$ cat config.mk
export PLATFORM = sky130hd
export DESIGN_NAME = load_writeback_unit
export DESIGN_NICKNAME = d
export VERILOG_FILES = /design/src/rtl/load_writeback_unit.sv
export SDC_FILE = /design/constraint.sdc
export NUM_CORES = 1
export LEC_CHECK = 0
export BUFFER_PORTS_ARGS = -buffer_cell sky130_fd_sc_hd__buf_4
export CORE_MARGIN = 2
export CORE_UTILIZATION = 39
export DETAILED_ROUTE_END_ITERATION = 10
export PLACE_DENSITY = 0.77
export SYNTH_ARGS = -nofsm -noshare
export SYNTH_HDL_FRONTEND = slang
export SYNTH_SLANG_ARGS = --single-unit
$ cat constraint.sdc
create_clock -name clk -period 3 [get_ports clk]
set_clock_uncertainty 0.15 [all_clocks]
set_input_delay 0.45 -clock clk [delete_from_list [all_inputs] [get_ports clk]]
set_output_delay 0.45 -clock clk [all_outputs]
set_load 0.02 [all_outputs]
$ cat src/rtl/load_writeback_unit.sv
// Writeback stage: ALU results and aligned/extended load data to the register file.
// Optional misaligned-load trap is enabled with WB_MISALIGN_TRAP_EN.
module load_writeback_unit #(
  parameter int unsigned TIMEOUT = 16,
  parameter int unsigned CNT_W   = 5
) (
  input  logic        clk,
  input  logic        reset,
  input  logic        in_valid,
  output logic        in_ready,
  input  logic        in_is_load,
  input  logic [2:0]  in_funct3,
  input  logic [4:0]  in_rd,
  input  logic [31:0] in_alu_result,
  output logic        dmem_req,
  output logic [31:0] dmem_addr,
  input  logic        dmem_ack,
  input  logic [31:0] dmem_rdata,
  output logic        rf_we,
  output logic [4:0]  rf_rd,
  output logic [31:0] rf_wdata,
  output logic        busy,
`ifdef WB_MISALIGN_TRAP_EN
  output logic        misalign_err,
`endif
  output logic        timeout_err
);

  typedef enum logic [1:0] {
    IDLE  = 2'd0,
    MEM   = 2'd1,
    WRITE = 2'd2
  } state_e;

  localparam logic [CNT_W-1:0] TMO_LAST =
    CNT_W'((TIMEOUT == 0) ? 0 : TIMEOUT - 1);

  state_e           state_q;
  logic [2:0]       f3_q;
  logic [1:0]       off_q;
  logic [4:0]       rd_q;
  logic [CNT_W-1:0] cnt_q;
  logic [CNT_W-1:0] cnt_d;
  logic             req_q;
  logic [31:0]      addr_q;
  logic             we_q;
  logic [4:0]       rf_rd_q;
  logic [31:0]      wdata_q;
  logic             busy_q;
  logic             to_q;
  logic [31:0]      ld_data_d;
  logic [7:0]       byte_l;
  logic [15:0]      half_l;
  logic             accept;
  logic             tmo_d;
  logic             mis_d;

  assign in_ready = (state_q == IDLE) || (state_q == WRITE);
  assign accept   = in_valid & in_ready;
  assign cnt_d    = cnt_q + CNT_W'(1);
  assign tmo_d    = (TIMEOUT != 0) && (cnt_q == TMO_LAST);

`ifdef WB_MISALIGN_TRAP_EN
  logic mis_q;
  logic is_half;
  logic is_word;

  assign is_half = (in_funct3 == 3'b001) || (in_funct3 == 3'b101);
  assign is_word = !is_half && (in_funct3 != 3'b000) &&
                   (in_funct3 != 3'b100);
  assign mis_d   = in_is_load &&
                   ((is_half && in_alu_result[0]) ||
                    (is_word && (in_alu_result[1:0] != 2'b00)));
  assign misalign_err = mis_q;
`else
  assign mis_d = 1'b0;
`endif

  always_comb begin
    byte_l = dmem_rdata[7:0];
    unique case (off_q)
      2'd0: byte_l = dmem_rdata[7:0];
      2'd1: byte_l = dmem_rdata[15:8];
      2'd2: byte_l = dmem_rdata[23:16];
      2'd3: byte_l = dmem_rdata[31:24];
      default: byte_l = dmem_rdata[7:0];
    endcase
    half_l = off_q[1] ? dmem_rdata[31:16] : dmem_rdata[15:0];
  end

  always_comb begin
    ld_data_d = dmem_rdata;
    unique case (1'b1)
      f3_q == 3'b000: ld_data_d = {{24{byte_l[7]}}, byte_l};
      f3_q == 3'b100: ld_data_d = {24'd0, byte_l};
      f3_q == 3'b001: ld_data_d = {{16{half_l[15]}}, half_l};
      f3_q == 3'b101: ld_data_d = {16'd0, half_l};
      default:        ld_data_d = dmem_rdata;
    endcase
  end

  always_ff @(posedge clk or posedge reset) begin
    if (reset) begin
      state_q <= IDLE;
      f3_q    <= 3'd0;
      off_q   <= 2'd0;
      rd_q    <= 5'd0;
      cnt_q   <= '0;
      req_q   <= 1'b0;
      addr_q  <= 32'd0;
      we_q    <= 1'b0;
      rf_rd_q <= 5'd0;
      wdata_q <= 32'd0;
      busy_q  <= 1'b0;
      to_q    <= 1'b0;
`ifdef WB_MISALIGN_TRAP_EN
      mis_q   <= 1'b0;
`endif
    end else begin
      we_q <= 1'b0;
      to_q <= 1'b0;
`ifdef WB_MISALIGN_TRAP_EN
      mis_q <= 1'b0;
`endif
      unique case (state_q)
        IDLE, WRITE: begin
          if (!accept) begin
            state_q <= IDLE;
            busy_q  <= 1'b0;
          end else if (!in_is_load) begin
            state_q <= WRITE;
            busy_q  <= 1'b1;
            we_q    <= (in_rd != 5'd0);
            rf_rd_q <= in_rd;
            wdata_q <= in_alu_result;
          end else if (mis_d) begin
            state_q <= IDLE;
            busy_q  <= 1'b0;
`ifdef WB_MISALIGN_TRAP_EN
            mis_q   <= 1'b1;
`endif
          end else begin
            state_q <= MEM;
            busy_q  <= 1'b1;
            req_q   <= 1'b1;
            addr_q  <= {in_alu_result[31:2], 2'b00};
            off_q   <= in_alu_result[1:0];
            f3_q    <= in_funct3;
            rd_q    <= in_rd;
            cnt_q   <= '0;
          end
        end
        MEM: begin
          // An ack in the final wait cycle still wins over the timeout.
          if (dmem_ack) begin
            state_q <= WRITE;
            busy_q  <= 1'b1;
            req_q   <= 1'b0;
            we_q    <= (rd_q != 5'd0);
            rf_rd_q <= rd_q;
            wdata_q <= ld_data_d;
          end else if (tmo_d) begin
            state_q <= IDLE;
            busy_q  <= 1'b0;
            req_q   <= 1'b0;
            to_q    <= 1'b1;
          end else begin
            cnt_q <= cnt_d;
          end
        end
        default: begin
          state_q <= IDLE;
          busy_q  <= 1'b0;
          req_q   <= 1'b0;
        end
      endcase
    end
  end

  assign dmem_req    = req_q;
  assign dmem_addr   = addr_q;
  assign rf_we       = we_q;
  assign rf_rd       = rf_rd_q;
  assign rf_wdata    = wdata_q;
  assign busy        = busy_q;
  assign timeout_err = to_q;

endmodule

## Yosys cells after proc, flatten, opt, wreduce, memory -nomap -nowiden

Cells that the tools add are included.

| word-level totals | value |
|---|---|
| bits of input ports | 77 |
| output and inout bits | 74 |
| logic and storage cells | 78 |
| bits in registers | 88 |

| cells by class | value |
|---|---|
| reductions and logical operators | 12 |
| multiplexer cells | 36 |
| add/sub/neg operators | 1 |
| equal/unequal tests | 16 |
| bitwise logic cells | 1 |

Operators with widths:

| cell | count |
|---|---|
| 32-bit one-hot mux with 4 select lines | 1 |
| 32-bit 2-to-1 mux | 3 |
| 32-bit one-hot mux with 2 select lines | 1 |
| 5-bit 2-to-1 mux | 7 |
| 8-bit one-hot mux with 4 select lines | 1 |
| 5-bit one-hot mux with 2 select lines | 2 |
| 16-bit 2-to-1 mux | 1 |
| 1-bit 2-to-1 mux | 12 |
| 2-bit inequality test, second input constant | 6 |
| 5-bit nonzero test | 2 |
| 2-bit 2-to-1 mux | 4 |
| 2-bit equality test, second input constant | 3 |
| 3-bit equality test, second input constant | 2 |
| 1-bit one-hot mux with 2 select lines | 3 |
| 3-bit AND reduction | 2 |
| 5-bit by 1-bit adder with 5-bit output, second input constant | 1 |
| 5-bit by 4-bit equality test with 1-bit output, second input constant | 1 |
| 5-bit AND reduction | 1 |
| 2-bit by 1-bit equality test with 1-bit output, second input constant | 2 |
| 2-bit logical NOT | 2 |
| 2-bit one-hot mux with 2 select lines | 1 |
| 4-bit AND reduction | 1 |
| 3-bit by 1-bit equality test with 1-bit output, second input constant | 1 |
| 3-bit logical NOT | 1 |
| 5 further kinds | 5 |

## Logic depth before layout (Yosys ltp)

Gate-level depths: netlist of run 1.

| depth | value |
|---|---|
| depth after elaboration | 5 |
| depth in mapped cells | 7 |
| gate-level depth less buffers | 7 |

## Worst setup path after synthesis of run 1

Ideal clock, no wire load.

| timing | value |
|---|---|
| kind | register -> register |
| from | reg cnt_q[0] |
| to | reg cnt_q[0] |
| clock period less this slack | 2020 ps |
| setup time | 125 ps |
| data required time | 2725 ps |
| cell stages (with the launch flop) | 7 |
| buffers on the path | 0 |
| slack | 980 ps |
| arrival time | 1745 ps |
| cells stage by stage | dfrtp_1 ha_1 and3_1 ha_1 nor4b_2 a31oi_1 mux2_2 |

| on the way | value |
|---|---|
| longest elaborated chain between the ends | 4 |
| elaborated cells on any way between the ends | 7 |
| classes of those cells | add/sub: 1; eq/ne: 2; mux: 3; reduce/logical: 1 |

RTL lines:

| element | line | text |
|---|---|---|
| start, declared | 42 | `logic [CNT_W-1:0] cnt_q;` |
| start signal, assigned | 168 | `cnt_q <= cnt_d;` |
| 5-bit by 1-bit adder with 5-bit output | 60 | `assign cnt_d = cnt_q + CNT_W'(1);` |
| 5-bit 2-to-1 mux | 162 | `end else if (tmo_d) begin` |
| 5-bit 2-to-1 mux | 155 | `if (dmem_ack) begin` |
| 5-bit one-hot mux with 2 select lines | 125 | `unique case (state_q)` |

Parallel ways exist; a longest one is shown, timed or not. The select of a mux whose other input is x is not followed.
A chain may end at the register's enable or synchronous reset.

## Worst setup path after layout of run 1

| timing | value |
|---|---|
| from | reg cnt_q[0] |
| to | reg cnt_q[2] |

Same word-level chain as after synthesis.

==> results of run 1 <==
cells in the final DEF, fill, tap and decap left out, drive strengths merged, types with 2 or more instances in the layout:
cell type  count
a31oi          6
o22ai          2
nand2         34
a32oi          4
bufinv         2
mux2i         16
ha             2
or4            2
mux2          41
inv           12
nand3         17
nand2b        11
clkbuf        11
and3           3
clkinv         3
nand3b         4
nor2          14
a31o           2
clkinvlp       2
buf          159
dfrtp         88
nor3           9
a221oi         9
o21ai         11
a211o         16
o211ai         7
a21oi         33
nor2b          2
conb           2
nor3b          2
cell families after synthesis:
group | Yosys count | synth area share (%)
AND/OR/NAND/NOR | 102 | 11.96
AO/OA/AOI/OAI | 98 | 16.41
flip-flops | 88 | 51.21
multiplexers | 57 | 14.75
buffers and inverters | 43 | 4.801
adder cells (fa/ha/maj) | 2 | 0.5818
other | 1 | 0.08720
XOR/XNOR | 1 | 0.2037
per-layer routing:
metal	routed length [um]	vias to the layer above	GRT usage, %
met5	0	-	0
met4	318	0	9.707
met3	789	23	4.124
met2	5768	136	33.90
met1	5298	1783	27.84
li1	-	1700	-
through the flow:
stage	util (%)	power [mW]	hold slack [ns]	instances
5_1_grt	53.35	4.304	0.1324	679
4_1_cts	53.35	4.128	0.08957	679
3_5_place_dp	51.30	3.205	0.3303	663
6_report	53.35	4.090	0.07499	679
3_3_place_gp	51.30	3.166	0.3131	663
2_1_floorplan	-	2.539	0.2985	393
cell usage after synthesis (all sizes together) (3+ instances only):
library cell,count
nor3,9
o21ai,11
nand2b,11
a221oi,9
a211o,16
a31oi,6
inv,13
nand3,17
and3,3
buf,17
nor2,14
mux2i,16
a21oi,33
nand2,34
a32oi,4
o211ai,7
mux2,41
nand3b,4
clkbuf,12
dfrtp,88
power breakdown:
| group | internal (mW) | total (mW) | switching (mW) |
|---|---|---|---|
| clock | 0.491 | 0.918 | 0.428 |
| sequential | 1.47 | 1.67 | 0.201 |
| combinational | 0.694 | 1.50 | 0.809 |
| total | 2.65 | 4.09 | 1.44 |
cell type report:
cell class	count	area, um^2	share of cell area (%)
Clock buffer	11	141.4	2.455
Multi-Input combinational cell	262	1912	33.20
Clock inverter	5	80.08	1.391
Inverter	14	53.80	0.9344
Tap cell	140	175.2	3.042
Timing Repair Buffer	159	1194	20.73
Sequential cell	88	2202	38.24
worst max-delay path: stages (launching register included):
cell and delay (ns):
dfrtp_1 0.42, ha_1 0.24, and3_1 0.19, ha_1 0.20
nor4b_2 0.44, a31oi_1 0.21, o21ai_0 0.25, o21ai_0 0.10
worst min-delay path by stage:
stage	from	end	cells after the start
5_1_grt	reset	dmem_addr[9]	3
6_report	reset	dmem_addr[3]	3
3_3_place_gp	cnt_q[4]	cnt_q[4]	2
3_5_place_dp	rf_wdata[30]	rf_wdata[30]	1
4_1_cts	reset	rf_wdata[1]	3
2_1_floorplan	cnt_q[4]	cnt_q[4]	2
sequential cells by signal, indices dropped and copies added (netlist names), 2 cells and up:
register and cells:
rf_wdata 32, dmem_addr 30, cnt_q 5, rd_q 5
rf_rd 5, f3_q 3, off_q 2, state_q 2
==> summary.md, run 1 <==
| Metric | Value |
|---|---|
| Flops & latches, synth | `88` |
| Ranking of synthesized cells by area | `dfrtp_1 51%, mux2_2 11%, a21oi_1 3.7%, mux2i_1 3.5%, a211o_1 3.3%` |
| Startpoint types | `flip-flop` |
| LEAKAGE | `2.705 nW` |
| Avg WL per Cell | `17.93 um` |
| Ratio of cells with drive above 1 in the final layout | `42.30%` |
| Synth area leader | `dfrtp_1` |
| Top cell type's share of synthesized area | `51.21%` |
| Arr. time, crit path | `2.43 ns` |
| Setup crit start | `cnt_q[0]` |
| Filler Cells Inserted | `1014` |
| Worst endpoint required time | `3.10 ns` |
| Initial Util | `39.84%` |
| Peak supply drop | `0.3620 mV` |
| Post-synth EDFFs | `0` |
| Synth Flop Type | `dfrtp_1` |
| PostCTS Resize Cnt | `0` |
| Final instance area | `5758 um^2` |
| GRT Overall Usage | `21.21%` |
| Final worst path period share | `77.65%` |
| CTS H-tree lvls | `3` |
| Setup TNS | `0 ns` |
| Pwr/cell area | `710.4 nW/um^2` |
| Crit Path Class | `reg -> reg` |
| Max-slew violations | `0` |
| Synth unique cells | `48` |
| Worst R2R Setup Slack | `0.67 ns` |
| Clk buf depth | `2` |
| Pre-CTS WS | `0.7195 ns` |
| First-pass GRT wire length | `19140 um` |
| Tmin final | `2.330 ns` |
| Synth Warn # | `0` |
| Vias per cell | `5.364` |
| Clock transition at path regs | `0.09 ns` |
| CTS Buf Count | `9` |
| Initial antenna violation count | `0` |
| Max cap viols | `0` |
| Slew headroom | `37.71%` |
| Die height | `109.0 um` |
| Worst R2R Start | `cnt_q[0]` |
| GP Congestion | `0.8705` |
| CTS tree | `yes` |
| N_diodes | `0` |
| IO Pins | `151` |
| FMAX | `429.3 MHz` |
| Vias in the first global route | `3701` |
| Std cell rows | `38` |
| Worst-Margin Slew | `0.9343 ns` |
| FFs w/ async S/R, synth | `100.0%` |
| Fin. Hold Viols | `0` |
| Clock Latency Late Sink | `0.36 ns` |
| Vias | `3642` |
| Avg Cell Area, Syn | `10.97 um^2` |
| RSZ-0062 raised after global routing | `no` |
| Cts hold-fix bufs | `0` |
| CTS Sinks | `88` |
| DR pass1 iterations | `4` |
| DRT iter0 DRCs | `160` |
| Root buffer cell | `clkbuf_8` |
| Critical path fanouts, max | `7` |
| Crit end category | `flip-flop` |
| DRC Markers | `0` |
| Dpl cell area | `5537 um^2` |
| Pin count of the biggest net entering global routing | `45` |
| Total die area | `11880 um^2` |
| Syn Inst Count | `392` |
| I/O Buffers | `148` |
| Outcome | `finished clean` |
| Hold/Removal Path Class | `in -> async` |
| Seq/Total Area, Yosys | `51.21%` |
| Core box area | `10790 um^2` |
| Setup bufs post-CTS | `0` |
| Setup crit end | `cnt_q[2]` |
| Final setup viols | `0` |
| Post-DP HPWL | `9303 um` |
| Final ANT Viol Nets | `0` |
| Nets@finish | `613` |
| Worst Setup Slack, final | `0.6705 ns` |
| R2R depth | `7` |
| R2r endpoint | `cnt_q[2]` |
| Die width | `109.0 um` |
| Mapped cell area | `4300 um^2` |
| Area Overhead vs Synth | `33.90%` |
| Remaining Overflow, GRT | `0` |
| Routed wire length | `12170 um` |
Note: power is estimated with default switching activity, not from simulation.
==> run 2: changes to the inputs <==
==> constraint.sdc (replaced) <==
create_clock -name clk -period 2 [get_ports clk]
set_clock_uncertainty 0.15 [all_clocks]
set_input_delay 0.3 -clock clk [delete_from_list [all_inputs] [get_ports clk]]
set_output_delay 0.3 -clock clk [all_outputs]
set_load 0.02 [all_outputs]
==> run 2 against run 1 <==
Wire length grew 0.93%. Via count shrank 1.2%. Fmax grew 19%. Cell area grew 2.8%. Global-route usage grew 0.099 points. Count of clock-buffer cells in the layout grew 1. First-iteration DRC count grew 1.9%. Sequential power grew 49%. Sequential share of layout area shrank 1.0 points. Die area is the same. Flip-flop and latch count is the same. Combinational power grew 57%. Critical path type unchanged. Critical endpoint is now cnt_q[3]. Largest power group unchanged. Highest routed layer unchanged.
==> summary.md, run 2 (synthesized netlist as in run 1, its figures left out) <==
| Metric | Value |
|---|---|
| Worst path slowest cell | `dfrtp_1` |
| Pin count of the biggest net entering global routing | `89 (+98%)` |
| Initial antenna violation count | `0 (unchanged)` |
| Vias in the first global route | `3583 (-3.2%)` |
| Crit Path Class | `reg -> reg` |
| Critical path fanouts, max | `3 (-4)` |
| Max-slew violations | `0 (unchanged)` |
| Max reg flops | `32 (unchanged)` |
| Hold Worst Slack | `0.02090 ns (-0.05409 ns)` |
| CP top delay family | `simple AND/OR/NAND/NOR gates` |
| CTS tree | `yes` |
| Vias | `3600 (-1.2%)` |
| Slew headroom | `62.93% (+25 points)` |
| LEAKAGE | `2.774 nW (+2.5%)` |
| Std cell rows | `38 (unchanged)` |
| Root buffer cell | `clkbuf_8` |
| Switch Pwr | `2.150 mW (+49%)` |
| Clock Power Share | `21.3% (-1.2 points)` |
| Initial Util | `39.84% (unchanged)` |
| CP bufs+invs | `0 (unchanged)` |
| CTS H-tree lvls | `3 (unchanged)` |
| Arr. time, crit path | `2.06 ns (-0.37 ns)` |
| Final setup viols | `0 (unchanged)` |
| Hold_sp | `in_funct3[1]` |
| Most common cell after layout, fill and taps aside | `buf_4` |
| Dpl cell area | `5645 um^2 (+2.0%)` |
| Total die area | `11880 um^2 (unchanged)` |
| Comb pwr share | `38.2% (+1.5 points)` |
| Worst endpoint required time | `2.10 ns (-1.00 ns)` |
| Sw frac | `34.92% (-0.24 points)` |
| Post-Layout Cell Count | `691 (+1.8%)` |
| Max cap viols | `0 (unchanged)` |
| Clock transition at path regs | `0.08 ns (about the same)` |
| Fin. Hold Viols | `0 (unchanged)` |
| Post-DP HPWL | `9209 um (-1.0%)` |
| IO Pins | `151 (unchanged)` |
| Routed wire length | `12290 um (+0.93%)` |
| RSZ-0062 raised after global routing | `yes` |
| Ratio of cells with drive above 1 in the final layout | `43.92% (+1.6 points)` |
| Most frequent cells in the layout | `168 x buf_4, 88 x dfrtp_1, 41 x mux2_2` |
| Worst-Margin Slew | `0.5560 ns (-0.3783 ns)` |
| Clk buf depth | `2 (unchanged)` |
| Crit end category | `flip-flop` |
| CTS Sinks | `88 (unchanged)` |
| Startpoint types | `flip-flop` |
| Internal power | `4.007 mW (+51%)` |
| I/O Buffers | `148 (unchanged)` |
| Peak supply drop | `0.5115 mV (+41%)` |
| GP Congestion | `0.9244 (+6.2%)` |
| Sequential power share | `40.5% (-0.3 points)` |
| Vias per cell | `5.210 (-2.9%)` |
| Remaining Overflow, GRT | `0 (unchanged)` |
| Avg WL per Cell | `17.78 um (-0.82%)` |
| Outcome | `finished clean` |
| Die width | `109.0 um (unchanged)` |
| DR pass1 iterations | `4 (unchanged)` |
| Final ANT Viol Nets | `0 (unchanged)` |
| DRC Markers | `0 (unchanged)` |
| Pwr/cell area | `1040 nW/um^2 (+46%)` |
| Worst R2R Start | `cnt_q[1]` |
| N_diodes | `0 (unchanged)` |
| Worst Setup Slack, final | `0.04546 ns (-0.6250 ns)` |
| GRT Overall Usage | `21.31% (+0.099 points)` |
| Final instance area | `5918 um^2 (+2.8%)` |
| First-pass GRT wire length | `18930 um (-1.1%)` |
| DRT iter0 DRCs | `163 (+1.9%)` |
| Setup TNS | `0 ns (unchanged)` |
| Hold/Removal Path Class | `in -> reg` |
| Core box area | `10790 um^2 (unchanged)` |
| Crit-path cells | `ha_2 -> and3_4 -> ha_4 -> nor4b_4 -> nand4_1 -> xnor2_1 -> and2_1` |
| FMAX | `511.6 MHz (+19%)` |
| CP max stage delay | `0.40 ns (-0.04 ns)` |
| Area Overhead vs Synth | `37.62%` |
| Placed cell count | `671 (+1.2%)` |
| Final worst path period share | `97.73% (+20 points)` |
| Setup crit start | `cnt_q[1]` |
| Die height | `109.0 um (unchanged)` |
| Pre-CTS WS | `-0.1149 ns (-0.8343 ns)` |
| Clock Latency Late Sink | `0.36 ns (about the same)` |
| Tmin final | `1.955 ns (-0.3750 ns)` |
| Nets@finish | `626 (+2.1%)` |
| CTS Buf Count | `9 (unchanged)` |
[run 2: path summary, 6_finish.rpt]
check                          endpoint  slack [ns]  cells past startpoint
max in group asynchronous       f3_q[2]        0.85                      4
setup / recovery               cnt_q[3]        0.05                      7
hold / removal                  f3_q[1]        0.02                      2
setup reg to reg               cnt_q[3]        0.05                      7
hold reg to reg                cnt_q[4]        0.35                      2
min in group asynchronous  dmem_addr[9]        0.46                      4
[run 2: timing repair]
action | in CTS | in global routing
pin swaps | 5 | 1
gates resized for setup | 5 | 1
cloned | 0 | 0
endpoints found under the setup margin | 5 | 10
setup buffers | 3 | 1
hold endpoints to repair | 88 | 0
hold buffers | 1 | 0
[run 2: power groups by stage]
| stage | sequential (mW) | clock, mW | combinational (mW) |
|---|---|---|---|
| 2_1_floorplan | 2.92 | 0 | 0.887 |
| 3_3_place_gp | 2.51 | 0 | 2.30 |
| 3_5_place_dp | 2.53 | 0 | 2.34 |
| 4_1_cts | 2.49 | 1.34 | 2.37 |
| 5_1_grt | 2.54 | 1.41 | 2.53 |
| 6_report | 2.49 | 1.31 | 2.35 |
[run 2: stage by stage]
| step | utilization (%) | power, mW |
|---|---|---|
| after floorplan | - | 3.812 |
| after global placement | 52.31 | 4.810 |
| after detailed placement | 52.31 | 4.869 |
| after CTS | 54.73 | 6.204 |
| after global routing | 54.83 | 6.484 |
| final | 54.83 | 6.156 |
[run 2: cell type report]
type	count	area [um^2]
multi-input cells	262	1951
repair buffers	172	1331
fillers	959	4875
flip-flops and latches	88	2202
inverters	14	56.30
clock buffers	12	135.1
clock inverters	3	67.56
well taps	140	175.2
[run 2: metal layers]
layer	global-route usage [%]	up-vias	part of all wire, %
li1	-	1727	-
met1	28.17	1746	43
met2	33.76	113	48
met3	4.423	14	7.0
met4	9.432	0	1.7
met5	0	-	0
[run 2: worst reg2reg max path: cells and delay by family, from the launching register on]
family,cells,cell delay [ns]
fa+ha+maj,2,0.36
flops,1,0.40
simple gates,4,0.78
xor+xnor,1,0.15
==> run 3: changes to the inputs <==
--- a/config.mk
+++ b/config.mk
@@ -6,10 +6,12 @@
 export NUM_CORES = 1
 export LEC_CHECK = 0
 export BUFFER_PORTS_ARGS = -buffer_cell sky130_fd_sc_hd__buf_4
+export CELL_PAD_IN_SITES_DETAIL_PLACEMENT = 2
+export CELL_PAD_IN_SITES_GLOBAL_PLACEMENT = 2
 export CORE_MARGIN = 2
-export CORE_UTILIZATION = 39
+export CORE_UTILIZATION = 28
 export DETAILED_ROUTE_END_ITERATION = 10
-export PLACE_DENSITY = 0.77
+export PLACE_DENSITY = 0.87
 export SYNTH_ARGS = -nofsm -noshare
 export SYNTH_HDL_FRONTEND = slang
 export SYNTH_SLANG_ARGS = --single-unit
==> run 3 against run 2 <==
Critical path type unchanged. Flip-flop and latch count is the same. Register-to-register slack got worse by 0.04 ns. Count of clock-buffer cells in the layout down 1. Combinational power increased by 6%. Total power grew 8.5%. Cell area grew 3.2%. Largest power group unchanged. Global-route usage down 1.0 points. Sequential share of layout area is 1.1 points lower.
==> summary.md, run 3 (synthesized netlist as in run 1, its figures left out) <==
| Metric | Value |
|---|---|
| Final setup viols | `0 (unchanged)` |
| I/O Buffers | `148 (unchanged)` |
| Hold/Removal Path Class | `in -> reg` |
| N_diodes | `0 (unchanged)` |
| RSZ-0062 raised after global routing | `yes` |
| Most common cell after layout, fill and taps aside | `buf_4` |
| Core box area | `15090 um^2 (+40%)` |
| Std cell rows | `45 (+18%)` |
| Arr. time, crit path | `2.08 ns (+0.02 ns)` |
| Most frequent cells in the layout | `169 x buf_4, 87 x dfrtp_1, 40 x mux2_2` |
| Outcome | `finished clean` |
| Avg WL per Cell | `22.11 um (+24%)` |
| GP Congestion | `0.8120 (-12%)` |
| CTS Sinks | `88 (unchanged)` |
| Die height | `127.9 um (+17%)` |
| Initial antenna violation count | `0 (unchanged)` |
| Remaining Overflow, GRT | `0 (unchanged)` |
| Startpoint types | `flip-flop` |
| Crit end category | `flip-flop` |
| IO Pins | `151 (unchanged)` |
| Filler Cells Inserted | `1598 (+67%)` |
| DRT iter0 DRCs | `94 (-42%)` |
| Final worst path period share | `99.65% (+1.9 points)` |
| Final instance area | `6106 um^2 (+3.2%)` |
| Pwr/cell area | `1094 nW/um^2 (+5.2%)` |
| Dpl cell area | `5725 um^2 (+1.4%)` |
| CTS tree | `yes` |
| Pre-CTS WS | `-0.2079 ns (-0.09301 ns)` |
| Area Overhead vs Synth | `41.98%` |
| Max reg flops | `32 (unchanged)` |
| Total die area | `16370 um^2 (+38%)` |
| First-pass GRT wire length | `25030 um (+32%)` |
| Max-slew violations | `0 (unchanged)` |
| CTS H-tree lvls | `3 (unchanged)` |
| Fin. Hold Viols | `0 (unchanged)` |
| R2r endpoint | `cnt_q[3]` |
| Ratio of cells with drive above 1 in the final layout | `44.73% (+0.81 points)` |
| Critical path fanouts, max | `2 (-1)` |
| Peak supply drop | `0.3841 mV (-25%)` |
| Min-Delay Endpoint | `f3_q[2]` |
| Die width | `127.9 um (+17%)` |
| Vias per cell | `5.142 (-1.3%)` |
| Worst R2R Setup Slack | `0.007 ns (-0.04 ns)` |
| R2R depth | `8 (+1)` |
| DR pass1 iterations | `4 (unchanged)` |
| Setup TNS | `0 ns (unchanged)` |
| Max cap viols | `0 (unchanged)` |
| Routed wire length | `16320 um (+33%)` |
| Nets@finish | `628 (+0.32%)` |
| Clock Latency Late Sink | `0.35 ns (about the same)` |
| Crit Path Class | `reg -> reg` |
| GRT Overall Usage | `20.29% (-1.0 points)` |
| Root buffer cell | `clkbuf_16` |
| Initial Util | `28.50% (-11 points)` |
| Worst Setup Slack, final | `0.006923 ns (-0.03853 ns)` |
| CTS Buf Count | `9 (unchanged)` |
| Hold_sp | `in_funct3[2]` |
| Clk buf depth | `2 (unchanged)` |
| Clock transition at path regs | `0.06 ns (-0.02 ns)` |
| Vias in the first global route | `4286 (+20%)` |
| Tmin final | `1.993 ns (+0.03853 ns)` |
| Post-DP HPWL | `12130 um (+32%)` |
| Vias | `3795 (+5.4%)` |
| DRC Markers | `0 (unchanged)` |
| LEAKAGE | `2.836 nW (+2.2%)` |
| Pin count of the biggest net entering global routing | `56 (-37%)` |
| Worst Hold Depth | `2 (unchanged)` |
| Worst endpoint required time | `2.09 ns (about the same)` |
| Finished Core Util | `40.46% (-14 points)` |
| Worst R2R Start | `cnt_q[0]` |
| FMAX | `501.7 MHz (-1.9%)` |
| Final ANT Viol Nets | `0 (unchanged)` |
==> run 3: repair_timing <==
item | 4_1_cts | 5_1_grt
endpoints found under the hold margin | 88 | 0
setup buffers | 4 | 1
hold buffers | 1 | 0
resized for setup | 4 | 7
pin swaps | 4 | 5
endpoints found under the setup margin | 5 | 13
==> run 3: layer usage <==
layer / global-route usage [%] / part of all wire [%]
met3: 4.758 / 4.8
met5: 0 / 0
met2: 36.74 / 53
met4: 5.818 / 1.8
met1: 23.95 / 41
==> run 3: cell type report <==
type,instances,area [um^2],share of cell area [%]
clock buffer,11,252.7,4.139
tap,188,235.2,3.852
multi-input combinational,262,1969,32.25
sequential,88,2203,36.09
inverter,14,56.30,0.9221
clock inverter,1,30.03,0.4918
timing repair buffer,174,1359,22.25
==> run 3: how the worst max path moves through the flow <==
| stage | start | to | depth (start not counted) |
|---|---|---|---|
| after global routing | cnt_q[1] | cnt_q[2] | 8 |
| after floorplan | cnt_q[0] | cnt_q[0] | 6 |
| after global placement | cnt_q[1] | cnt_q[0] | 6 |
| after CTS | cnt_q[1] | cnt_q[3] | 8 |
| final | cnt_q[0] | cnt_q[3] | 8 |
| after detailed placement | cnt_q[1] | cnt_q[2] | 7 |
==> run 3: worst max-delay path, stage by stage, from the launching register on <==
cell     delay (ns)
dfrtp_1        0.38
ha_2           0.20
and3_4         0.19
ha_4           0.16
nor4b_4        0.24
buf_4          0.17
nand4_1        0.09
xnor2_1        0.14
and2_1         0.16
==> run 3: power by group <==
group / internal, mW / switching [mW]
Clock: 1.01 / 0.669
Combinational: 1.12 / 1.37
Sequential: 2.21 / 0.308
Total: 4.34 / 2.34
==> run 3: per-stage QoR <==
step / cells / hold slack (ns) / power [mW]
after floorplan: 393 / 0.2228 / 3.812
after global placement: 720 / 0.2487 / 4.847
after detailed placement: 720 / 0.2516 / 4.986
after CTS: 737 / 0.02982 / 6.734
final: 738 / 0.03672 / 6.680
after global routing: 738 / 0.03343 / 7.026
